**src/rtl/ddr_wr_burst_fmt.sv**
```systemverilog
// Buffers full-width write beats and emits them as fixed-length DDR write bursts.
// Optional DDR_WR_DATA_MASK_EN adds a byte mask carried with every beat.
module ddr_wr_burst_fmt #(
  parameter int DATA_WIDTH   = 64,
  parameter int BURST_LENGTH = 8,
  parameter int FIFO_DEPTH   = 8
) (
  input  logic                    sys_clk,
  input  logic                    reset,
  input  logic [DATA_WIDTH-1:0]   data_in,
`ifdef DDR_WR_DATA_MASK_EN
  input  logic [DATA_WIDTH/8-1:0] mask_in,
`endif
  input  logic                    din_vd,
  output logic                    din_rdy,
  input  logic                    dout_rdy,
  output logic [DATA_WIDTH-1:0]   data_out,
  output logic                    dout_vd,
  output logic                    dout_first,
  output logic                    dout_last,
  output logic [15:0]             burst_cnt,
`ifdef DDR_WR_DATA_MASK_EN
  output logic [DATA_WIDTH/8-1:0] mask_out,
`endif
  output logic                    ovf_err
);

  localparam int BEATS = BURST_LENGTH / 2;
  localparam int PTR_W = $clog2(FIFO_DEPTH);
  localparam int CNT_W = PTR_W + 1;
  localparam int BI_W  = $clog2(BEATS);

  localparam logic [CNT_W-1:0] DEPTH_C   = CNT_W'(FIFO_DEPTH);
  localparam logic [CNT_W-1:0] BEATS_C   = CNT_W'(BEATS);
  localparam logic [BI_W-1:0]  LAST_BEAT = BI_W'(BEATS - 1);

  // Mask bits, when present, ride in the upper part of each FIFO entry.
`ifdef DDR_WR_DATA_MASK_EN
  localparam int ENTRY_W = DATA_WIDTH + DATA_WIDTH / 8;
  logic [ENTRY_W-1:0] wr_entry;
  assign wr_entry = {mask_in, data_in};
`else
  localparam int ENTRY_W = DATA_WIDTH;
  logic [ENTRY_W-1:0] wr_entry;
  assign wr_entry = data_in;
`endif

  typedef enum logic {IDLE, BURST} state_t;

  logic [ENTRY_W-1:0] fifo_mem [FIFO_DEPTH];
  logic [ENTRY_W-1:0] rd_entry;
  logic [PTR_W-1:0]   wr_ptr;
  logic [PTR_W-1:0]   rd_ptr;
  logic [CNT_W-1:0]   count;
  logic [CNT_W-1:0]   count_next;
  state_t             state;
  logic [BI_W-1:0]    beat_idx;
  logic [BI_W-1:0]    cur_beat;
  logic               push;
  logic               pop;
  logic               launch;
  logic               last_pop;

  assign din_rdy    = (count != DEPTH_C);
  assign push       = din_vd && din_rdy;
  assign launch     = (state == IDLE) && (count >= BEATS_C) && dout_rdy;
  assign pop        = (state == BURST) || launch;
  assign cur_beat   = (state == BURST) ? beat_idx : '0;
  assign last_pop   = pop && (cur_beat == LAST_BEAT);
  assign count_next = count + CNT_W'(push) - CNT_W'(pop);
  assign rd_entry   = fifo_mem[rd_ptr];

  always_ff @(posedge sys_clk) begin
    if (push) begin
      fifo_mem[wr_ptr] <= wr_entry;
    end
  end

  // A push attempted while full is lost even if a pop frees a slot this cycle.
  always_ff @(posedge sys_clk) begin
    if (reset) begin
      wr_ptr  <= '0;
      rd_ptr  <= '0;
      count   <= '0;
      ovf_err <= 1'b0;
    end else begin
      if (push) begin
        wr_ptr <= wr_ptr + 1'b1;
      end
      if (pop) begin
        rd_ptr <= rd_ptr + 1'b1;
      end
      count <= count_next;
      if (din_vd && !din_rdy) begin
        ovf_err <= 1'b1;
      end
    end
  end

  // Once launched a burst pops every cycle; dout_rdy only gates the next launch.
  always_ff @(posedge sys_clk) begin
    if (reset) begin
      state      <= IDLE;
      beat_idx   <= '0;
      data_out   <= '0;
      dout_vd    <= 1'b0;
      dout_first <= 1'b0;
      dout_last  <= 1'b0;
      burst_cnt  <= '0;
`ifdef DDR_WR_DATA_MASK_EN
      mask_out   <= '0;
`endif
    end else begin
      dout_vd    <= pop;
      dout_first <= pop && (cur_beat == '0);
      dout_last  <= last_pop;
      data_out   <= pop ? rd_entry[DATA_WIDTH-1:0] : '0;
`ifdef DDR_WR_DATA_MASK_EN
      mask_out   <= pop ? rd_entry[ENTRY_W-1:DATA_WIDTH] : '0;
`endif
      if (dout_last) begin
        burst_cnt <= burst_cnt + 16'd1;
      end
      case (state)
        IDLE: begin
          if (launch) begin
            state    <= BURST;
            beat_idx <= BI_W'(1);
          end
        end
        BURST: begin
          if (last_pop) begin
            beat_idx <= '0;
            if (!((count_next >= BEATS_C) && dout_rdy)) begin
              state <= IDLE;
            end
          end else begin
            beat_idx <= beat_idx + 1'b1;
          end
        end
        default: begin
          state    <= IDLE;
          beat_idx <= '0;
        end
      endcase
    end
  end

endmodule
```
**config.mk**
```make
export PLATFORM = sky130hd
export DESIGN_NAME = ddr_wr_burst_fmt
export DESIGN_NICKNAME = d
export VERILOG_FILES = /design/src/rtl/ddr_wr_burst_fmt.sv
export SDC_FILE = /design/constraint.sdc
export NUM_CORES = 1
export LEC_CHECK = 0
export CAP_MARGIN = 20
export CORE_MARGIN = 2
export CORE_UTILIZATION = 30
export CTS_CLUSTER_SIZE = 25
export DETAILED_ROUTE_END_ITERATION = 10
export SKIP_CTS_REPAIR_TIMING = 1
export SLEW_MARGIN = 20
export SYNTH_ARGS = -nofsm -noshare
export SYNTH_HDL_FRONTEND = slang
export SYNTH_SLANG_ARGS = --single-unit
```
**constraint.sdc**
```tcl
create_clock -name sys_clk -period 11.1 [get_ports sys_clk]
set_input_delay 1.11 -clock sys_clk [delete_from_list [all_inputs] [get_ports sys_clk]]
set_output_delay 1.11 -clock sys_clk [all_outputs]
set_load 0.01 [all_outputs]
```
### Word-level counts from Yosys, hierarchy flattened

Memory sizes are Yosys's and may differ from the RTL's. A register that Yosys moved wholly into a read port is not among the register bits.
Cells that the tools add are included.

* register bits after elaboration: 33
* memories: 1
* RAM bits: 512
* input bits: 68

Memories
* fifo_mem: depth 8, bits a word 64, rd ports 1, clocked after memory_dff 1, write ports 1, RTL line 50 `logic [ENTRY_W-1:0] fifo_mem [FIFO_DEPTH];`

* eq/ne operators: 3
* $add $sub $neg: 6
* bitwise gates (word level): 2
* reductions and logical operators: 11
* order comparisons: 2
* mux-type cells: 10

Operators with widths (number)
* adder 16 x 1 -> 16 bit (second input constant): 1
* >= comparator 4 x 3 -> 1 bit (second input constant): 2
* logical AND 1 bit: 7
* adder 3 x 1 -> 3 bit (second input constant): 2
* 2-to-1 mux 2 bit: 3
* 2-to-1 mux 1 bit: 5
* adder 4 x 1 -> 4 bit: 1
* inequality test 4 bit (second input constant): 1
* case mux 2 bit (2 select lines): 1
* subtractor 4 x 1 -> 4 bit: 1
* adder 2 x 1 -> 2 bit (second input constant): 1
* equality test 2 bit (second input constant): 1
* zero test 2 bit: 1
* inequality test 2 bit (second input constant): 1
* NOT 1 bit: 2
* case mux 1 bit (2 select lines): 1
* OR reduction 2 bit: 1
* zero test 1 bit: 1
* logical OR 1 bit: 1

### Logic depth before layout (Yosys ltp)

Gate-level depths: netlist (run 1).

* depth in word-level cells: 10
* mapped depth: 11
* gate-level depth less buffers: 10

### Worst setup path before layout (run 1)

OpenSTA, ideal clock, no wires.

* path type: input to register
* start point: in din_vd
* end point: mem fifo_mem[0][0] in the netlist's numbering, enable pin
* cell stages on the path: 2
* setup slack: 3094 ps
* arrival time: 7362 ps
* path through: nand2_1 > nor4_1

* cells in the longest elaborated chain, start to end: 3

RTL lines
* start: declaration: RTL line 14 `input logic din_vd,`
* logical AND 1 bit: RTL line 65 `assign push = din_vd && din_rdy;`
* 2-to-1 mux 1 bit: RTL line 74 `if (push) begin`
* 2-to-1 mux 1 bit (implied by the code): RTL line 75 `fifo_mem[wr_ptr] <= wr_entry;`
* end: declaration: RTL line 50

No other way between the ends.

### Worst setup path after layout (run 1)

* start point: in din_vd
* end point: mem fifo_mem[1][46] in the netlist's numbering, enable pin

Same word-level chain as after synthesis.

==> results.md, run 1 <==
- CTS Buf Count: 68
- RD Place Congestion: 0.700
- Final Hold Vio Count: 0
- DRT Pass-1 Iters: 5
- Hold Crit Start: ovf_err
- Flops & latches, synth: 609
- WHS Endpoint: ovf_err
- Worst R2R Path Depth: 6
- Max IR drop VDD: 0.000191 V
- DP Wirelength: 24700 um
- RSZ-0062 raised after global routing: false
- Int Pwr: 4.58 mW
- Mapped Nets: 1062
- Initial antenna violation count: 6
- R2R setup slack: 7.97 ns
- Vias in the first global route: 10.7k
- Achievable Freq: 0.296 GHz
- Register share of total power: 0.460
- CTS tree: yes
- Max-cap violations: 0
- Final Slew Violations: 0
- Startpoint types: input port
- Net switching power: 1.47 mW
- CP Max Fanout: 52
- Avg Cell Area, Syn: 22.2 um^2
- Post-synthesis sequential area ratio: 0.791
- Via density: 4.59
- Final ANT Viol Nets: 0
- Placed cells: 2064
- Synth Instances: 985
- Die ar.: 75100 um^2
- Reg-to-reg endpoint: fifo_mem[1][46]
- Sw frac: 0.243
- Setup Skew: 0.0262 ns
- Crit Path Category: input port to register
- GRT overflow: 0
- Worst Max-Slew Pin Slew: 1.10 ns
- DIE HEIGHT: 274 um
- CP required: 11.31 ns
- Drt wl/cell: 21.0 um
- HP Class: register to register
- I/O pin total: 153
- Tcrit/Tclk final: 0.305
- Status: finished clean
- Total Neg Setup Slack: 0 ns
- Starting Density: 0.302
- Syn. warnings: 0
- Yosys cell types: 40
- Share of layout cells above drive strength 1: 0.212
- P per Cell Area: 225 nW/um^2
- Crit end category: register
- Clock power share: 0.376
- Crit path time final: 3.38 ns
- Slew margin rel.: 0.267
- Clock sink count: 609
- Core ar.: 72600 um^2
- Root Driver: clkbuf_16
- Leading cell type in the layout, fill and taps excluded: edfxtp_1
- I/O Buffers: 152
- Post-Route WL: 46000 um
- Non-Filler Instances: 2191
- Horiz. Die Dim: 274 um
- Via count: 10.1k
- Clock Tree Buf Depth: 3
- Nets: 1252
- DRC: 0
- Area Overhead vs Synth: 22.7%
- Hold-critical path depth: 2
- Floorplan row count: 99
- Clock latency on the worst-skew pair: 0.61 ns
- GRT Overall Usage: 0.123
- Combinational power share: 0.165
- Syn Std Cell Area: 21900 um^2
- Initial DRC Count: 638
- Setup-failing EPs final: 0
- Worst r2r src: count[2]
- Largest net degree at the start of global routing: 107
- Static leakage: 8.39 nW
- CTS clock-pin slew for the worst setup and hold paths: 0.06 ns
- CP arrival: 3.59 ns
- # H-tree levels: 3
- First-pass GRT wire length: 68400 um
- Most frequent cells in the layout: edfxtp_1 (512), clkdlybuf4s50_1 (152), mux4_2 (128)
-- power groups by stage --
stage               clock [mW]  combinational [mW]  sequential, mW
detailed placement           0                1.03            2.84
global placement             0                1.02            2.83
CTS                       2.34                1.03            2.79
floorplan                    0               0.739            2.80
global route              2.43                1.09            2.80
finish                    2.27               0.997            2.78
-- cells by family (layout without fill, tap and decap cells) --
logic type,count (synthesis),after routing,share of synthesized area
fa+ha+maj,9,9,0.00549
flops,609,609,0.791
buf+inv,53,299,0.0134
other cells,0,1,0
simple gates,81,81,0.0186
compound gates,83,83,0.0308
xor+xnor,21,21,0.00840
mux,129,129,0.132
-- per-layer routing --
layer / vias up / GRT usage / wire (um)
met5: - / 0 / 48
met4: 8 / 0.0390 / 838
met3: 79 / 0.0292 / 2380
met2: 227 / 0.208 / 23300
met1: 5276 / 0.157 / 19400
li1: 4462 / - / -
-- flip-flops by register name, indices dropped and copies added, names as in the netlist --
register	flops
dout_first	1
ovf_err	1
dout_vd	1
wr_ptr	3
rd_ptr	3
fifo_mem	512
state	1
data_out	64
dout_last	1
beat_idx	2
burst_cnt	16
count	4
-- area by class of cell --
cell class	count	area, um^2
multi-input cells	323	4340
inverters	5	18.8
diodes	1	2.50
clock inverters	29	374
well taps	959	1200
repair buffers	168	1660
clock buffers	97	1930
flip-flops and latches	609	17300
fillers	6688	45700
-- worst max path at each step --
stage	startpoint	end	slack [ns]
after floorplan	din_vd	fifo_mem[0][0]	3.09
after global placement	din_vd	fifo_mem[1][46]	6.78
after detailed placement	din_vd	fifo_mem[1][44]	7.03
after CTS	din_vd	fifo_mem[1][46]	7.67
after global routing	din_vd	fifo_mem[1][55]	7.56
final	din_vd	fifo_mem[1][46]	7.72
-- worst max-delay path: stages --
cell,delay [ns]
clkdlybuf4s50_1,0.57
nand2_1,0.29
nor3_4,0.70
buf_4,0.83
-- through the flow --
| stage | power (mW) | worst slack (ns) | hold WS (ns) | cell area, um^2 | util |
|---|---|---|---|---|---|
| final | 6.05 | 7.72 | 0.490 | 26900 | 0.370 |
| after global routing | 6.32 | 7.56 | 0.541 | 26900 | 0.370 |
| after CTS | 6.16 | 7.67 | 0.489 | 26800 | 0.370 |
| after detailed placement | 3.87 | 7.03 | 0.475 | 24500 | 0.338 |
| after global placement | 3.85 | 6.78 | 0.466 | 24500 | 0.338 |
| after floorplan | 3.54 | 3.09 | 0.466 | 21900 | - |
-- Yosys cell counts (all sizes together) --
| cell | count | area [um^2] |
|---|---|---|
| a211oi | 2 | 15.0 |
| a21o | 1 | 7.51 |
| a21oi | 6 | 30.0 |
| a22o | 64 | 561 |
| a311oi | 1 | 8.76 |
| a31oi | 2 | 12.5 |
| and2 | 1 | 6.26 |
| buf | 31 | 210 |
| clkbuf | 17 | 65.1 |
| dfxtp | 97 | 1940 |
| edfxtp | 512 | 15400 |
| fa | 1 | 20.0 |
| ha | 8 | 100 |
| inv | 5 | 18.8 |
| mux2i | 1 | 10.0 |
| mux4 | 128 | 2880 |
| nand2 | 11 | 41.3 |
| nand2b | 4 | 25.0 |
| nand3 | 8 | 45.0 |
| nand4 | 5 | 31.3 |
| nor2 | 29 | 111 |
| nor2b | 3 | 18.8 |
| nor3 | 9 | 56.3 |
| nor3b | 1 | 7.51 |
| nor4 | 6 | 37.5 |
| o21a | 1 | 7.51 |
| o21ai | 5 | 25.0 |
| o31ai | 1 | 7.51 |
| or2 | 1 | 6.26 |
| or3 | 2 | 12.5 |
| or3b | 1 | 8.76 |
| xnor2 | 15 | 131 |
| xor2 | 6 | 52.6 |
No activity file was read; power rests on OpenSTA's default activity.
==> inputs of run 2 (changes only) <==
clock period = 3.15 ns   (was 11.1 ns; I/O delays follow)
==> run 2 against run 1 <==
Net effect:
- die area unchanged
- sequential power grew to 3.5 times the previous value
- clock skew shrank 0.0060 ns
- worst hold slack got worse by 0.030 ns
- utilization is 0.31 points higher
- flip-flop and latch count unchanged
- total power rose to 3.5 times the previous value
- count of clock-buffer cells in the layout is 6 lower
- critical path depth up 5
- combinational power grew to 3.8 times the previous value
- non-clock buffer count is 6 higher
- final area increased by 0.84%
- critical path type is now register to register
- critical endpoint is now state
- highest routed layer unchanged
==> results.md, run 2 (synthesis gave the netlist of run 1 again) <==
- Most frequent cells in the layout: edfxtp_1 (512), clkdlybuf4s50_1 (152), mux4_2 (128)
- Largest net degree at the start of global routing: 65
- R2R setup slack: 0.65 ns
- Via density: 4.65
- Startpoint types: register
- Setup-failing EPs final: 0
- Slew margin rel.: 0.501
- Hold Crit Start: data_in[34]
- DRT Pass-1 Iters: 4
- Worst R2R Path Depth: 9
- CP Max Fanout: 8
- Tcrit/Tclk final: 0.795
- Multi-input gate area: 4400 um^2
- Static leakage: 8.41 nW
- P per Cell Area: 786 nW/um^2
- Horiz. Die Dim: 274 um
- Clock Tree Buf Depth: 3
- First-pass GRT wire length: 69100 um
- Area Overhead vs Synth: 23.7%
- GRT Overall Usage: 0.124
- Fillers: 6619
- Max IR drop VDD: 0.000540 V
- Final Hold Vio Count: 0
- Root Driver: clkbuf_16
- Clock latency on the worst-skew pair: 0.60 ns
- Final Slew Violations: 0
- CP required: 3.63 ns
- Clock sink count: 609
- Reg-to-reg endpoint: state
- GRT overflow: 0
- Floorplan row count: 99
- Die ar.: 75100 um^2
- # H-tree levels: 3
- Crit Path Category: register to register
- Max reg flops: 512
- Biggest regs: fifo_mem x512, data_out x64, burst_cnt x16
- DIE HEIGHT: 274 um
- I/O Buffers: 152
- Drt wl/cell: 20.9 um
- Setup Skew: 0.0202 ns
- Worst Max-Slew Pin Slew: 0.746 ns
- Via count: 10.2k
- RD Place Congestion: 0.694
- DRC: 0
- Starting Density: 0.302
- Share of layout cells above drive strength 1: 0.215
- Worst r2r src: count[3]
- Leading cell type in the layout, fill and taps excluded: edfxtp_1
- Nets: 1256
- RSZ-0062 raised after global routing: false
- Reg area: 17300 um^2
- Final ANT Viol Nets: 0
- Vias in the first global route: 11.0k
- Crit path time final: 2.50 ns
- CTS tree: yes
- Finished Core Util: 0.373
- Status: finished clean
- Biggest register: fifo_mem
- Final WS setup: 0.646 ns
- Core ar.: 72600 um^2
- HP Class: input port to register
- Post-Route WL: 45800 um
- Achievable Freq: 0.399 GHz
- CP arrival: 2.99 ns
- Post-place setup slack: 0.449 ns
- Initial antenna violation count: 11
- Final Power: 21.3 mW
- Worst hold slack: 0.460 ns
- WHS Endpoint: fifo_mem[1][34]
- Placed cells: 2070
- DP Wirelength: 25400 um
- Initial DRC Count: 665
- I/O pin total: 153
- Crit end category: register
- CTS clock-pin slew for the worst setup and hold paths: 0.06 ns
- Non-Filler Instances: 2192
- CTS Buf Count: 66
- Ant. Diodes: 0
- Hold-critical path depth: 1
- Max-cap violations: 0
## run 2: cell types whose count changed in the layout (fill, tap and decap cells not counted), moves of 2 or more
| cell | delta |
|---|---|
| clkinv_2 | -6 |
| clkinv_1 | +4 |
| clkbuf_16 | -3 |
| nor3_4 | +3 |
| nor3_2 | -3 |
| bufinv_16 | +2 |
| inv_16 | -2 |
| buf_12 | +16 |
| inv_6 | +2 |
| clkbuf_1 | -2 |
| buf_4 | -9 |
## run 2: worst max-delay path by stage
stage / startpoint / end / slack (ns) / cells after the start
after global placement: dout_rdy / state / 0.44 / 9
after global routing: count[3] / state / 0.48 / 9
after floorplan: count[2] / fifo_mem[0][0] / -0.28 / 6
after CTS: count[3] / din_rdy / 0.62 / 3
after detailed placement: dout_rdy / state / 0.45 / 9
final: count[3] / state / 0.65 / 9
## run 2: final cells by class
cell class	instances	area share
clock buffer	91	0.0679
inverter	5	0.000693
sequential	609	0.640
tap	959	0.0443
multi-input combinational	323	0.162
clock inverter	31	0.0147
timing repair buffer	174	0.0701
## run 2: layer usage
metal	wire, um	vias to the layer above	GRT usage
met5	134	-	0
met4	781	22	0.0389
met3	2900	78	0.0365
met2	22500	224	0.202
met1	19500	5382	0.158
li1	-	4488	-
## run 2: critical path, cell delays in order, from the launching register on
cell     delay, ns
dfxtp_1       0.37
ha_4          0.14
or3b_1        0.48
nand2_8       0.17
xnor2_1       0.08
ha_1          0.23
fa_1          0.45
o31ai_1       0.25
a31oi_1       0.06
o21a_1        0.16
## run 2: where the power goes
part,internal [mW],switching (mW)
Sequential,9.40,0.239
Combinational,2.01,1.80
Clock,4.77,3.06
Total,16.2,5.10
## run 2: per-stage QoR
stage	cell area (um^2)	setup TNS [ns]
finish	27100	0
detailed placement	24800	0
global placement	24800	0
CTS	27100	0
global route	27100	0
floorplan	22000	-18.39
==> inputs of run 3 (changes only) <==
clock period = 2.58 ns   (was 3.15 ns; I/O delays follow)
==> run 3 against run 2 <==
Net effect:
- non-clock buffer count is 20 higher
- setup slack worse by 0.50 ns
- largest cell class unchanged
- clock power is 16% higher
- critical path type is now register to primary output
- die area stayed put
==> results.md, run 3 (synthesis gave the netlist of run 1 again) <==
- I/O pin total: 153
- CP Max Fanout: 4
- Biggest register: fifo_mem
- Crit path max-delay family: buffers and inverters
- GRT Overall Usage: 0.124
- CTS clock-pin slew for the worst setup and hold paths: 0.06 ns
- Drt wl/cell: 21.0 um
- Int Pwr: 19.4 mW
- Starting Density: 0.302
- CTS tree: yes
- Initial DRC Count: 651
- Sw frac: 0.247
- CP arrival: 2.18 ns
- Crit path buf inv count: 2
- Finished Core Util: 0.375
- DRT Pass-1 Iters: 5
- Final Hold Vio Count: 0
- Clock Tree Buf Depth: 3
- Vias in the first global route: 11.0k
- Setup Skew: 0.0174 ns
- Crit end category: primary output
- Slew margin rel.: 0.662
- CTS Buf Count: 67
- Final WS setup: 0.141 ns
- GRT overflow: 0
- First-pass GRT wire length: 69000 um
- HP Class: input port to register
- Max reg flops: 512
- Via count: 10.3k
- # H-tree levels: 3
- Final Slew Violations: 0
- Nets: 1277
- R2R setup slack: 0.26 ns
- CP required: 2.32 ns
- Status: finished clean
- Crit Path Category: register to primary output
- Root Driver: clkbuf_16
- Clock sink count: 609
- Most frequent cells in the layout: edfxtp_1 (512), clkdlybuf4s50_1 (152), mux4_2 (128)
- Core ar.: 72600 um^2
- CP cell instances: ha_4, or3b_4, buf_4, clkdlybuf4s50_1
- Worst Max-Slew Pin Slew: 0.507 ns
- Post-Route WL: 46500 um
- P per Cell Area: 947 nW/um^2
- Achievable Freq: 0.410 GHz
- Largest net degree at the start of global routing: 57
- Final ANT Viol Nets: 0
- Max IR drop VDD: 0.000558 V
- Setup-failing EPs final: 0
- DP Wirelength: 26300 um
- Floorplan row count: 99
- Horiz. Die Dim: 274 um
- Crit path time final: 2.44 ns
- Startpoint types: register
- DRC: 0
- Share of layout cells above drive strength 1: 0.232
- DIE HEIGHT: 274 um
- CP max stage cell: clkdlybuf4s50_1
- Combinational power share: 0.188
- Leading cell type in the layout, fill and taps excluded: edfxtp_1
- Via density: 4.63
- Initial antenna violation count: 5
- Slowest stage delay, CP: 0.50 ns
- Worst hold slack: 0.411 ns
- RD Place Congestion: 0.728
- Biggest regs: fifo_mem x512, data_out x64, burst_cnt x16
- I/O Buffers: 152
- Max-cap violations: 0
- Area Overhead vs Synth: 24.3%
- RSZ-0062 raised after global routing: false
- Post-place setup slack: 0.0630 ns
- Die ar.: 75100 um^2
- Static leakage: 8.50 nW
- Tcrit/Tclk final: 0.945
- Clock power share: 0.353
- Register share of total power: 0.459
- Clock latency on the worst-skew pair: 0.59 ns
- Net switching power: 6.37 mW
## run 3: worst paths after layout
kind	cells past startpoint	endpoint	from
worst max-delay path	4	din_rdy	count[3]
worst min-delay path	1	fifo_mem[7][29]	data_in[29]
worst max register to register	9	state	count[3]
worst min register to register	2	burst_cnt[15]	burst_cnt[15]
## run 3: final cells by class
type / instances / area [um^2]
Multi-Input combinational cell: 323 / 4400
Clock buffer: 81 / 1820
Fill cell: 6649 / 45400
Tap cell: 959 / 1200
Antenna cell: 3 / 7.51
Timing Repair Buffer: 194 / 2140
Clock inverter: 43 / 305
Inverter: 5 / 18.8
Sequential cell: 609 / 17300
## run 3: power groups by stage
| stage | registers, mW | logic [mW] | clock network [mW] |
|---|---|---|---|
| 4_1_cts | 11.9 | 4.98 | 9.38 |
| 6_report | 11.8 | 4.84 | 9.10 |
| 5_1_grt | 11.9 | 5.25 | 9.74 |
| 3_5_place_dp | 12.1 | 4.97 | 0 |
| 2_1_floorplan | 12.0 | 3.23 | 0 |
| 3_3_place_gp | 12.0 | 4.94 | 0 |
## run 3: stage by stage
| stage | cell area (um^2) | power [mW] | std cells | TNS [ns] |
|---|---|---|---|---|
| 4_1_cts | 27200 | 26.2 | 2214 | 0 |
| 2_1_floorplan | 22000 | 15.2 | 985 | -140.94 |
| 3_3_place_gp | 25100 | 17.0 | 2090 | 0 |
| 3_5_place_dp | 25100 | 17.0 | 2090 | 0 |
| 5_1_grt | 27200 | 26.9 | 2217 | 0 |
| 6_report | 27200 | 25.8 | 2217 | 0 |
## run 3: per-layer routing
metal	GRT usage	vias up	part of all wire
met4	0.0370	4	0.022
li1	-	4531	-
met2	0.206	216	0.50
met3	0.0299	74	0.047
met5	0	-	0.00049
met1	0.161	5446	0.44
## run 3: worst register-to-register path, stage by stage (launching register included)
cell and delay [ns]:
dfxtp_1 0.38, ha_4 0.15, or3b_4 0.41, nand2_8 0.08
xnor2_1 0.07, ha_1 0.22, fa_1 0.43, o31ai_1 0.26
a31oi_1 0.06, o21a_1 0.17
